## config.mk

```make
export PLATFORM = sky130hd
export DESIGN_NAME = fb_plot_sink_flat
export DESIGN_NICKNAME = d
export VERILOG_FILES = /design/src/rtl/fb_plot_if.sv /design/src/rtl/fb_plot_sink.sv /design/src/flat_wrapper.sv
export SDC_FILE = /design/constraint.sdc
export NUM_CORES = 1
export LEC_CHECK = 0
export CAP_MARGIN = 20
export CORE_AREA = 8 8 108 110
export CTS_CLUSTER_DIAMETER = 60
export DETAILED_ROUTE_END_ITERATION = 6
export DIE_AREA = 0 0 116 118
export PLACE_DENSITY = 0.91
export SYNTH_ARGS = -nofsm -noshare
export SYNTH_HDL_FRONTEND = slang
export SYNTH_SLANG_ARGS = --single-unit
```

## constraint.sdc

```tcl
create_clock -name clk -period 5.11 [get_ports clk]
set_input_delay 1.022 -clock clk [delete_from_list [all_inputs] [get_ports clk]]
set_output_delay 1.022 -clock clk [all_outputs]
set_load 0.05 [all_outputs]
```

## src/rtl/fb_plot_if.sv

```systemverilog
// ----------------------------------------------------------------------------
// fb_plot_if
//   Plot request channel between a drawing controller (master) and the
//   framebuffer plot sink (slave). A request transfers on a rising clock edge
//   where plot_valid && plot_ready.
//
//   plot_valid  master -> slave  request present
//   plot_x      master -> slave  request column
//   plot_y      master -> slave  request row
//   plot_color  master -> slave  request colour
//   plot_ready  slave  -> master sink can accept this cycle
// ----------------------------------------------------------------------------
interface fb_plot_if #(
    parameter int X_W     = 8,
    parameter int Y_W     = 7,
    parameter int COLOR_W = 3
);
    logic               plot_valid;
    logic [X_W-1:0]     plot_x;
    logic [Y_W-1:0]     plot_y;
    logic [COLOR_W-1:0] plot_color;
    logic               plot_ready;

    modport master (
        output plot_valid, plot_x, plot_y, plot_color,
        input  plot_ready
    );

    modport slave (
        input  plot_valid, plot_x, plot_y, plot_color,
        output plot_ready
    );
endinterface

```

## src/rtl/fb_plot_sink.sv

```systemverilog
// ----------------------------------------------------------------------------
// fb_plot_sink
//   Responder end of the plot channel. Accepted plot requests are converted
//   to linear framebuffer addresses and queued in a small FIFO, which drains
//   one registered framebuffer write per cycle. A clear request flushes the
//   queue and sweeps the whole screen with a fill colour. A free-running
//   counter produces the periodic scroll_tick pulse.
//
//   Optional feature macro: FB_CLIP_EN
//     defined   : off-screen requests are handshaken but discarded and
//                 counted on drop_count (saturating at 255).
//     undefined : no range check; drop_count port absent.
//
// Ports
//   clk          clock, rising edge
//   resetn       synchronous active-low reset
//   plot         fb_plot_if.slave (valid/x/y/colour in, ready out)
//   clear_req    start a full-screen clear (level-sensitive, sampled in IDLE)
//   clear_color  fill colour, captured on the clear start edge
//   busy         clear sweep in progress
//   fb_we        framebuffer write strobe (registered)
//   fb_addr      y*SCREEN_W + x (registered)
//   fb_data      write colour (registered)
//   scroll_tick  one-cycle pulse every TICK_CYCLES cycles
//   drop_count   discarded off-screen requests (FB_CLIP_EN only)
// ----------------------------------------------------------------------------
module fb_plot_sink #(
    parameter int X_W         = 8,
    parameter int Y_W         = 7,
    parameter int COLOR_W     = 3,
    parameter int SCREEN_W    = 160,
    parameter int SCREEN_H    = 120,
    parameter int ADDR_W      = 15,
    parameter int FIFO_DEPTH  = 4,
    parameter int TICK_CYCLES = 833333
) (
    input  logic               clk,
    input  logic               resetn,
    fb_plot_if.slave           plot,
    input  logic               clear_req,
    input  logic [COLOR_W-1:0] clear_color,
    output logic               busy,
    output logic               fb_we,
    output logic [ADDR_W-1:0]  fb_addr,
    output logic [COLOR_W-1:0] fb_data,
    output logic               scroll_tick
`ifdef FB_CLIP_EN
    ,
    output logic [7:0]         drop_count
`endif
);
    localparam logic [0:0] S_IDLE  = 1'b0;
    localparam logic [0:0] S_CLEAR = 1'b1;

    localparam int PTR_W   = $clog2(FIFO_DEPTH);
    localparam int TICK_W  = $clog2(TICK_CYCLES);
    localparam int ENTRY_W = ADDR_W + COLOR_W;
    localparam logic [ADDR_W-1:0] LAST_ADDR = ADDR_W'(SCREEN_W * SCREEN_H - 1);
    localparam logic [TICK_W-1:0] TICK_LAST = TICK_W'(TICK_CYCLES - 1);

    logic [0:0]         state;
    logic [ENTRY_W-1:0] fifo_mem [FIFO_DEPTH];
    logic [PTR_W-1:0]   wr_ptr, rd_ptr;
    logic [PTR_W:0]     count;
    logic               fifo_full, fifo_empty;
    logic               accept, push, pop;
    logic [ADDR_W-1:0]  plot_addr;
    logic [ADDR_W-1:0]  sweep_addr;
    logic [COLOR_W-1:0] fill_color;
    logic [TICK_W-1:0]  tick_cnt;

    assign fifo_full  = (count == (PTR_W+1)'(FIFO_DEPTH));
    assign fifo_empty = (count == '0);
    assign busy       = (state == S_CLEAR);

    // Ready depends on registered state only, so a drawing controller never
    // sees a combinational path from its own valid back into ready.
    assign plot.plot_ready = !fifo_full && (state == S_IDLE);
    assign accept          = plot.plot_valid && plot.plot_ready;

    // Address is formed at full ADDR_W width before the multiply so valid
    // coordinates never lose high bits; out-of-range ones wrap naturally.
    assign plot_addr = ADDR_W'(plot.plot_y) * ADDR_W'(SCREEN_W) + ADDR_W'(plot.plot_x);

`ifdef FB_CLIP_EN
    logic in_range;
    assign in_range = (32'(plot.plot_x) < SCREEN_W) && (32'(plot.plot_y) < SCREEN_H);
    // A clear on the same edge wins: the request is neither queued nor counted.
    assign push = accept && !clear_req && in_range;
`else
    assign push = accept && !clear_req;
`endif

    assign pop = (state == S_IDLE) && !clear_req && !fifo_empty;

    // NOTE: the FIFO storage has no reset; pointers and count define which
    // entries are valid, so resetting the array would only cost logic.
    always_ff @(posedge clk) begin
        if (push) begin
            fifo_mem[wr_ptr] <= {plot_addr, plot.plot_color};
        end
    end

    always_ff @(posedge clk) begin
        if (!resetn) begin
            state      <= S_IDLE;
            wr_ptr     <= '0;
            rd_ptr     <= '0;
            count      <= '0;
            sweep_addr <= '0;
            fill_color <= '0;
            fb_we      <= 1'b0;
            fb_addr    <= '0;
            fb_data    <= '0;
        end else begin
            fb_we <= 1'b0;
            case (state)
                S_IDLE: begin
                    if (clear_req) begin
                        // Flush pending plots and start the sweep at address 0.
                        state      <= S_CLEAR;
                        wr_ptr     <= '0;
                        rd_ptr     <= '0;
                        count      <= '0;
                        sweep_addr <= '0;
                        fill_color <= clear_color;
                    end else begin
                        if (push) begin
                            wr_ptr <= wr_ptr + PTR_W'(1);
                        end
                        if (pop) begin
                            rd_ptr             <= rd_ptr + PTR_W'(1);
                            fb_we              <= 1'b1;
                            {fb_addr, fb_data} <= fifo_mem[rd_ptr];
                        end
                        case ({push, pop})
                            2'b10:   count <= count + (PTR_W+1)'(1);
                            2'b01:   count <= count - (PTR_W+1)'(1);
                            default: count <= count;
                        endcase
                    end
                end
                default: begin
                    fb_we      <= 1'b1;
                    fb_addr    <= sweep_addr;
                    fb_data    <= fill_color;
                    sweep_addr <= sweep_addr + ADDR_W'(1);
                    if (sweep_addr == LAST_ADDR) begin
                        state <= S_IDLE;
                    end
                end
            endcase
        end
    end

    // Free-running tick; the pulse is registered in the cycle after the
    // counter reaches its last value, so the first pulse lands TICK_CYCLES
    // cycles after reset release.
    always_ff @(posedge clk) begin
        if (!resetn) begin
            tick_cnt    <= '0;
            scroll_tick <= 1'b0;
        end else begin
            scroll_tick <= (tick_cnt == TICK_LAST);
            tick_cnt    <= (tick_cnt == TICK_LAST) ? '0 : tick_cnt + TICK_W'(1);
        end
    end

`ifdef FB_CLIP_EN
    always_ff @(posedge clk) begin
        if (!resetn) begin
            drop_count <= '0;
        end else if (accept && !clear_req && !in_range && drop_count != 8'hFF) begin
            drop_count <= drop_count + 8'd1;
        end
    end
`endif
endmodule

```

## src/flat_wrapper.sv

```systemverilog
// flat-port wrapper written by rule: the top's interface ports become plain ports
module fb_plot_sink_flat 
#(
    parameter int X_W         = 8,
    parameter int Y_W         = 7,
    parameter int COLOR_W     = 3,
    parameter int SCREEN_W    = 160,
    parameter int SCREEN_H    = 120,
    parameter int ADDR_W      = 15,
    parameter int FIFO_DEPTH  = 4,
    parameter int TICK_CYCLES = 833333
)
  (clk, resetn, clear_req, clear_color, busy, fb_we, fb_addr, fb_data, scroll_tick, plot_plot_valid, plot_plot_x, plot_plot_y, plot_plot_color, plot_plot_ready);
  fb_plot_if #(.X_W(X_W), .Y_W(Y_W), .COLOR_W(COLOR_W)) plot_i ();
  input  logic clk;
  input  logic resetn;
  input  logic clear_req;
  input  logic [COLOR_W-1:0] clear_color;
  output logic busy;
  output logic fb_we;
  output logic [ADDR_W-1:0] fb_addr;
  output logic [COLOR_W-1:0] fb_data;
  output logic scroll_tick;
  input wire logic [$bits(plot_i.plot_valid)-1:0] plot_plot_valid;
  input wire logic [$bits(plot_i.plot_x)-1:0] plot_plot_x;
  input wire logic [$bits(plot_i.plot_y)-1:0] plot_plot_y;
  input wire logic [$bits(plot_i.plot_color)-1:0] plot_plot_color;
  output wire logic [$bits(plot_i.plot_ready)-1:0] plot_plot_ready;
  assign plot_i.plot_valid = plot_plot_valid;
  assign plot_i.plot_x = plot_plot_x;
  assign plot_i.plot_y = plot_plot_y;
  assign plot_i.plot_color = plot_plot_color;
  assign plot_plot_ready = plot_i.plot_ready;
  fb_plot_sink #(.X_W(X_W), .Y_W(Y_W), .COLOR_W(COLOR_W), .SCREEN_W(SCREEN_W), .SCREEN_H(SCREEN_H), .ADDR_W(ADDR_W), .FIFO_DEPTH(FIFO_DEPTH), .TICK_CYCLES(TICK_CYCLES)) u_core (.clk(clk), .resetn(resetn), .plot(plot_i), .clear_req(clear_req), .clear_color(clear_color), .busy(busy), .fb_we(fb_we), .fb_addr(fb_addr), .fb_data(fb_data), .scroll_tick(scroll_tick));
endmodule
```

==> flow_metrics.env <==
export IMPL_dp_final_hpwl_mm=8.642
export IMPL_xor_and_xnor_area_share_after_synthesis_pct=4.290
export IMPL_insertion_delay_ns=0.53
export IMPL_cp_buffers_inverters=2
export IMPL_timing_final_crit_period_ns=3.725
export IMPL_grt_pass1_wl_mm=22.65
export IMPL_ir_drop_v=0.0002245
export IMPL_synth_compound_area_share_pct=8.253
export IMPL_start_util_pct=61.25
export IMPL_worst_hold_path_endpoint="u_core.fill_color[2]$_SDFFE_PN0P_"
export IMPL_gr_total_overflow=0
export IMPL_tritoncts_clock_tree="built"
export IMPL_worst_endpoint_arrival_ns=4.05
export IMPL_setup_worst_path_class="in -> reg"
export IMPL_cts_repair_timing_setup_buffer_count=0
export IMPL_cts_reportedPaths_clkPinSlew_ns=0.07
export IMPL_layout_worst_path_cycle_share_pct=72.90
export IMPL_yosys_mux_area_fraction_pct=7.477
export IMPL_critPathCaptureType="register"
export IMPL_critical_path_required_ns=5.43
export IMPL_first_global_vias=4601
export IMPL_critical_path_max_fanout=4
export IMPL_maximum_buffer_depth_of_the_clock_tree=2
export IMPL_cp_slowest_stage_delay_ns=0.56
export IMPL_root_buffer="clkbuf_8"
export IMPL_dpl_instance_area_mm2=0.006708
export IMPL_netlist_cell_type_count=54
export IMPL_cp_slowest_cell="or4_1"
export IMPL_min_from="u_core.fill_color[2]$_SDFFE_PN0P_"
export IMPL_cts_htree_levels=4
export IMPL_boundaryPins=47
export IMPL_dominant_combinational_cell_family_by_area_after_synthesis="simple AND/OR/NAND/NOR gates"
export IMPL_core_region_area_mm2=0.01000
export IMPL_report_final_hold_viol_count=0
export IMPL_grt_usage_pct=21.46
export IMPL_post_synth_edffs=72
export IMPL_synthesis_yosys_warnings=0
export IMPL_clock_skew_final_ns=0.009194
export IMPL_achievable_frequency_mhz=268.4
export IMPL_start_kind="input port"
export IMPL_syn_cell_area_mm2=0.006125
export IMPL_postSynthNetCount=566
export IMPL_hold_class="reg -> reg"
export IMPL_syn_area_per_cell_um2=11.82
export IMPL_die_extent_in_y_um=118
export IMPL_grt_start_max_net_pins=42
export IMPL_fp_dieW_um=116
export IMPL_drt_wirelength_per_cell_um=19.36
export IMPL_worst_slew_pin_slew_ns=1.101
export IMPL_antenna_cells_inserted=0
export IMPL_holdBufCountCts=0
export IMPL_antenna_found_initial=0
export IMPL_worst_reg_to_reg_setup_slack_ns=2.75
export IMPL_cpLargestDelayFamily="simple AND/OR/NAND/NOR gates"
export IMPL_total_negative_slack_for_setup_checks_ns=0
export IMPL_rr_endpoint="u_core.fifo_mem[0][1]$_DFFE_PP_"
export IMPL_num_nets_final=618
export IMPL_rows=37
export IMPL_synth_seq_area_share_pct=57.53
export IMPL_max_slew_violation_total_from_the_final_report=0
export IMPL_fraction_of_final_layout_cells_with_drive_strength_greater_than_1_pct=12.01
export IMPL_status="complete, no violations"
export IMPL_synth_seq_cells=140
export IMPL_drt_wl_total_mm=13.92
export IMPL_post_layout_inst_area_mm2=0.007300
export IMPL_cts_buffers=17
export IMPL_cts_sink_count=140
export IMPL_power_density_mw_per_mm2=369.3
export IMPL_final_weighted_congestion_in_routability_driven_placement=0.8280
export IMPL_netlist_instances=518
export IMPL_maxSlewHeadroom_pct=26.60
export IMPL_finalSetupViolCount=0
export IMPL_count_of_maximum_capacitance_violations=0
export IMPL_r2r_start="u_core.count[0]$_SDFFE_PN0P_"
export IMPL_die_area_mm2=0.01369
export IMPL_detail_route_first_pass_iterations=7
export IMPL_antenna_violating_nets_post_route=0
export IMPL_synth_top_flop_cell="edfxtp_1"
export IMPL_route_vias_total=4393
export IMPL_depth_of_the_most_critical_reg_to_reg_path=4
export IMPL_path_cells="clkdlybuf4s50_1 -> ha_1 -> ha_1 -> inv_1 -> fa_1 -> nand2b_1 -> or4_1 -> nor4_1 -> a22oi_1 -> o211ai_1"
export IMPL_port_buffers=46
export IMPL_power_leakage_nw=2.421
export IMPL_drc=0
export IMPL_cp_common_cell="ha_1"
export IMPL_min_path_cells=2
export IMPL_synthAdderAreaFrac_pct=5.066
export IMPL_cts_repair_resize_count=0
export IMPL_synthArstFlopShare_pct=0
export IMPL_rsz0062_at_grt="false"
export IMPL_drt_initial_drc_count=418
export IMPL_avgViaCountPerCell=6.110
export IMPL_syn2layout_area_growth_pct=19.18
export IMPL_synth_simple_area_share_pct=14.63
==> Yosys cell counts, drive strengths merged (2+ instances only) <==
cell type	count	area, µm²
a211oi	3	22.52
inv	21	78.83
a22oi	18	135.1
nor2	58	217.7
nand4	3	18.77
nor3	10	50.05
nand2b	4	27.53
fa	3	60.06
or2	3	18.77
dfxtp	68	1361
or4b	2	20.02
a21oi	36	180.2
edfxtp	72	2162
mux4	18	405.4
buf	6	41.28
o221ai	2	17.52
nand2	46	172.7
nand3b	3	22.52
o211ai	3	22.52
mux2	2	22.52
ha	20	250.2
nand3	19	95.09
mux2i	3	30.03
or4	5	37.54
and2	6	38.79
nor2b	3	18.77
and3b	2	17.52
a31oi	2	12.51
xnor2	19	166.4
nor4	7	43.79
and3	4	26.28
xor2	11	96.34
or3	4	26.28
o21ai	7	35.03
clkbuf	13	48.80
==> cell families (layout without fill, tap and decap cells) <==
group / after synthesis / after routing
AOI/OAI and AO/OA: 78 / 78
xor gates and xnor gates: 30 / 30
adders and majority gates: 23 / 23
buffers and inverters: 40 / 105
DFF: 140 / 140
muxes: 23 / 23
and+or+nand+nor: 184 / 184
==> cells in the final DEF (no fill, tap or decap), types with 5 or more instances in the layout <==
cell              n
nor3_1            9
o21ai_0           7
a21oi_1          36
ha_1             20
xnor2_1          19
buf_4             5
or4_1             5
dfxtp_1          68
nor4_1            7
inv_1            21
xor2_1           11
nor2_1           58
and2_1            5
edfxtp_1         72
a22oi_1          18
clkdlybuf4s50_1  46
mux4_2           18
clkbuf_16        16
nand2_1          46
nand3_1          19
==> worst max path at each step <==
stage | startpoint | end | slack [ns] | cells past startpoint
2_1_floorplan | plot_plot_y[1] | u_core.fifo_mem[0][17]$_DFFE_PP_ | 1.70 | 9
3_3_place_gp | plot_plot_y[1] | u_core.fifo_mem[0][17]$_DFFE_PP_ | 1.13 | 10
3_5_place_dp | plot_plot_y[1] | u_core.fifo_mem[1][17]$_DFFE_PP_ | 0.90 | 10
4_1_cts | plot_plot_y[1] | u_core.fifo_mem[0][17]$_DFFE_PP_ | 1.44 | 10
5_1_grt | plot_plot_y[1] | u_core.fifo_mem[0][17]$_DFFE_PP_ | 1.31 | 10
6_report | plot_plot_y[1] | u_core.fifo_mem[0][17]$_DFFE_PP_ | 1.38 | 10
==> final cells by class <==
type | count | area (µm²)
sequential | 140 | 3523
fill | 626 | 2700
multi-input combinational | 338 | 2437
timing repair buffer | 52 | 503.0
clock buffer | 18 | 427.9
tap | 136 | 170.2
clock inverter | 14 | 158.9
inverter | 21 | 78.83
==> report_power, final <==
part / switching, W / internal, W / leakage (nW)
Clock: 0.000489 / 0.000717 / 0.277
Combinational: 0.000155 / 0.0000966 / 0.942
Sequential: 0.0000149 / 0.00122 / 1.20
==> through the flow <==
stage          util (%)  hold slack, ns  cells  total power [W]  worst slack, ns
2_1_floorplan         -          0.4322    518         0.001425            1.700
3_3_place_gp      67.08          0.4440    686         0.001493            1.130
3_5_place_dp      67.08          0.4503    686         0.001509           0.8979
4_1_cts           72.95          0.4599    718         0.002701            1.438
5_1_grt           73.00          0.4916    719         0.002775            1.306
6_report          73.00          0.4639    719         0.002696            1.385
==> worst register-to-register path: cells and delay by family (launching register included) <==
kind / cells / cell delay (ns)
AND/OR/NAND/NOR: 4 / 1.53
flip-flops: 1 / 0.45
==> sequential cells by signal (all words and copies together) (netlist names), named ones only <==
register	count
u_core.fb_we	1
u_core.sweep_addr	15
u_core.fb_addr	15
u_core.scroll_tick	1
u_core.fill_color	3
u_core.count	3
u_core.tick_cnt	20
u_core.busy	1
u_core.wr_ptr	2
u_core.fb_data	3
u_core.fifo_mem	72
u_core.rd_ptr	2
==> metal layers <==
metal	GRT usage [%]	up-vias	wire (µm)	part of all wire, %
met1	24.43	2144	5174	37
met5	0	-	0	0
met3	6.773	41	1063	7.6
li1	-	1996	-	-
met4	11.27	0	439	3.2
met2	35.07	212	7246	52
No activity file was read; power rests on OpenSTA's default activity.
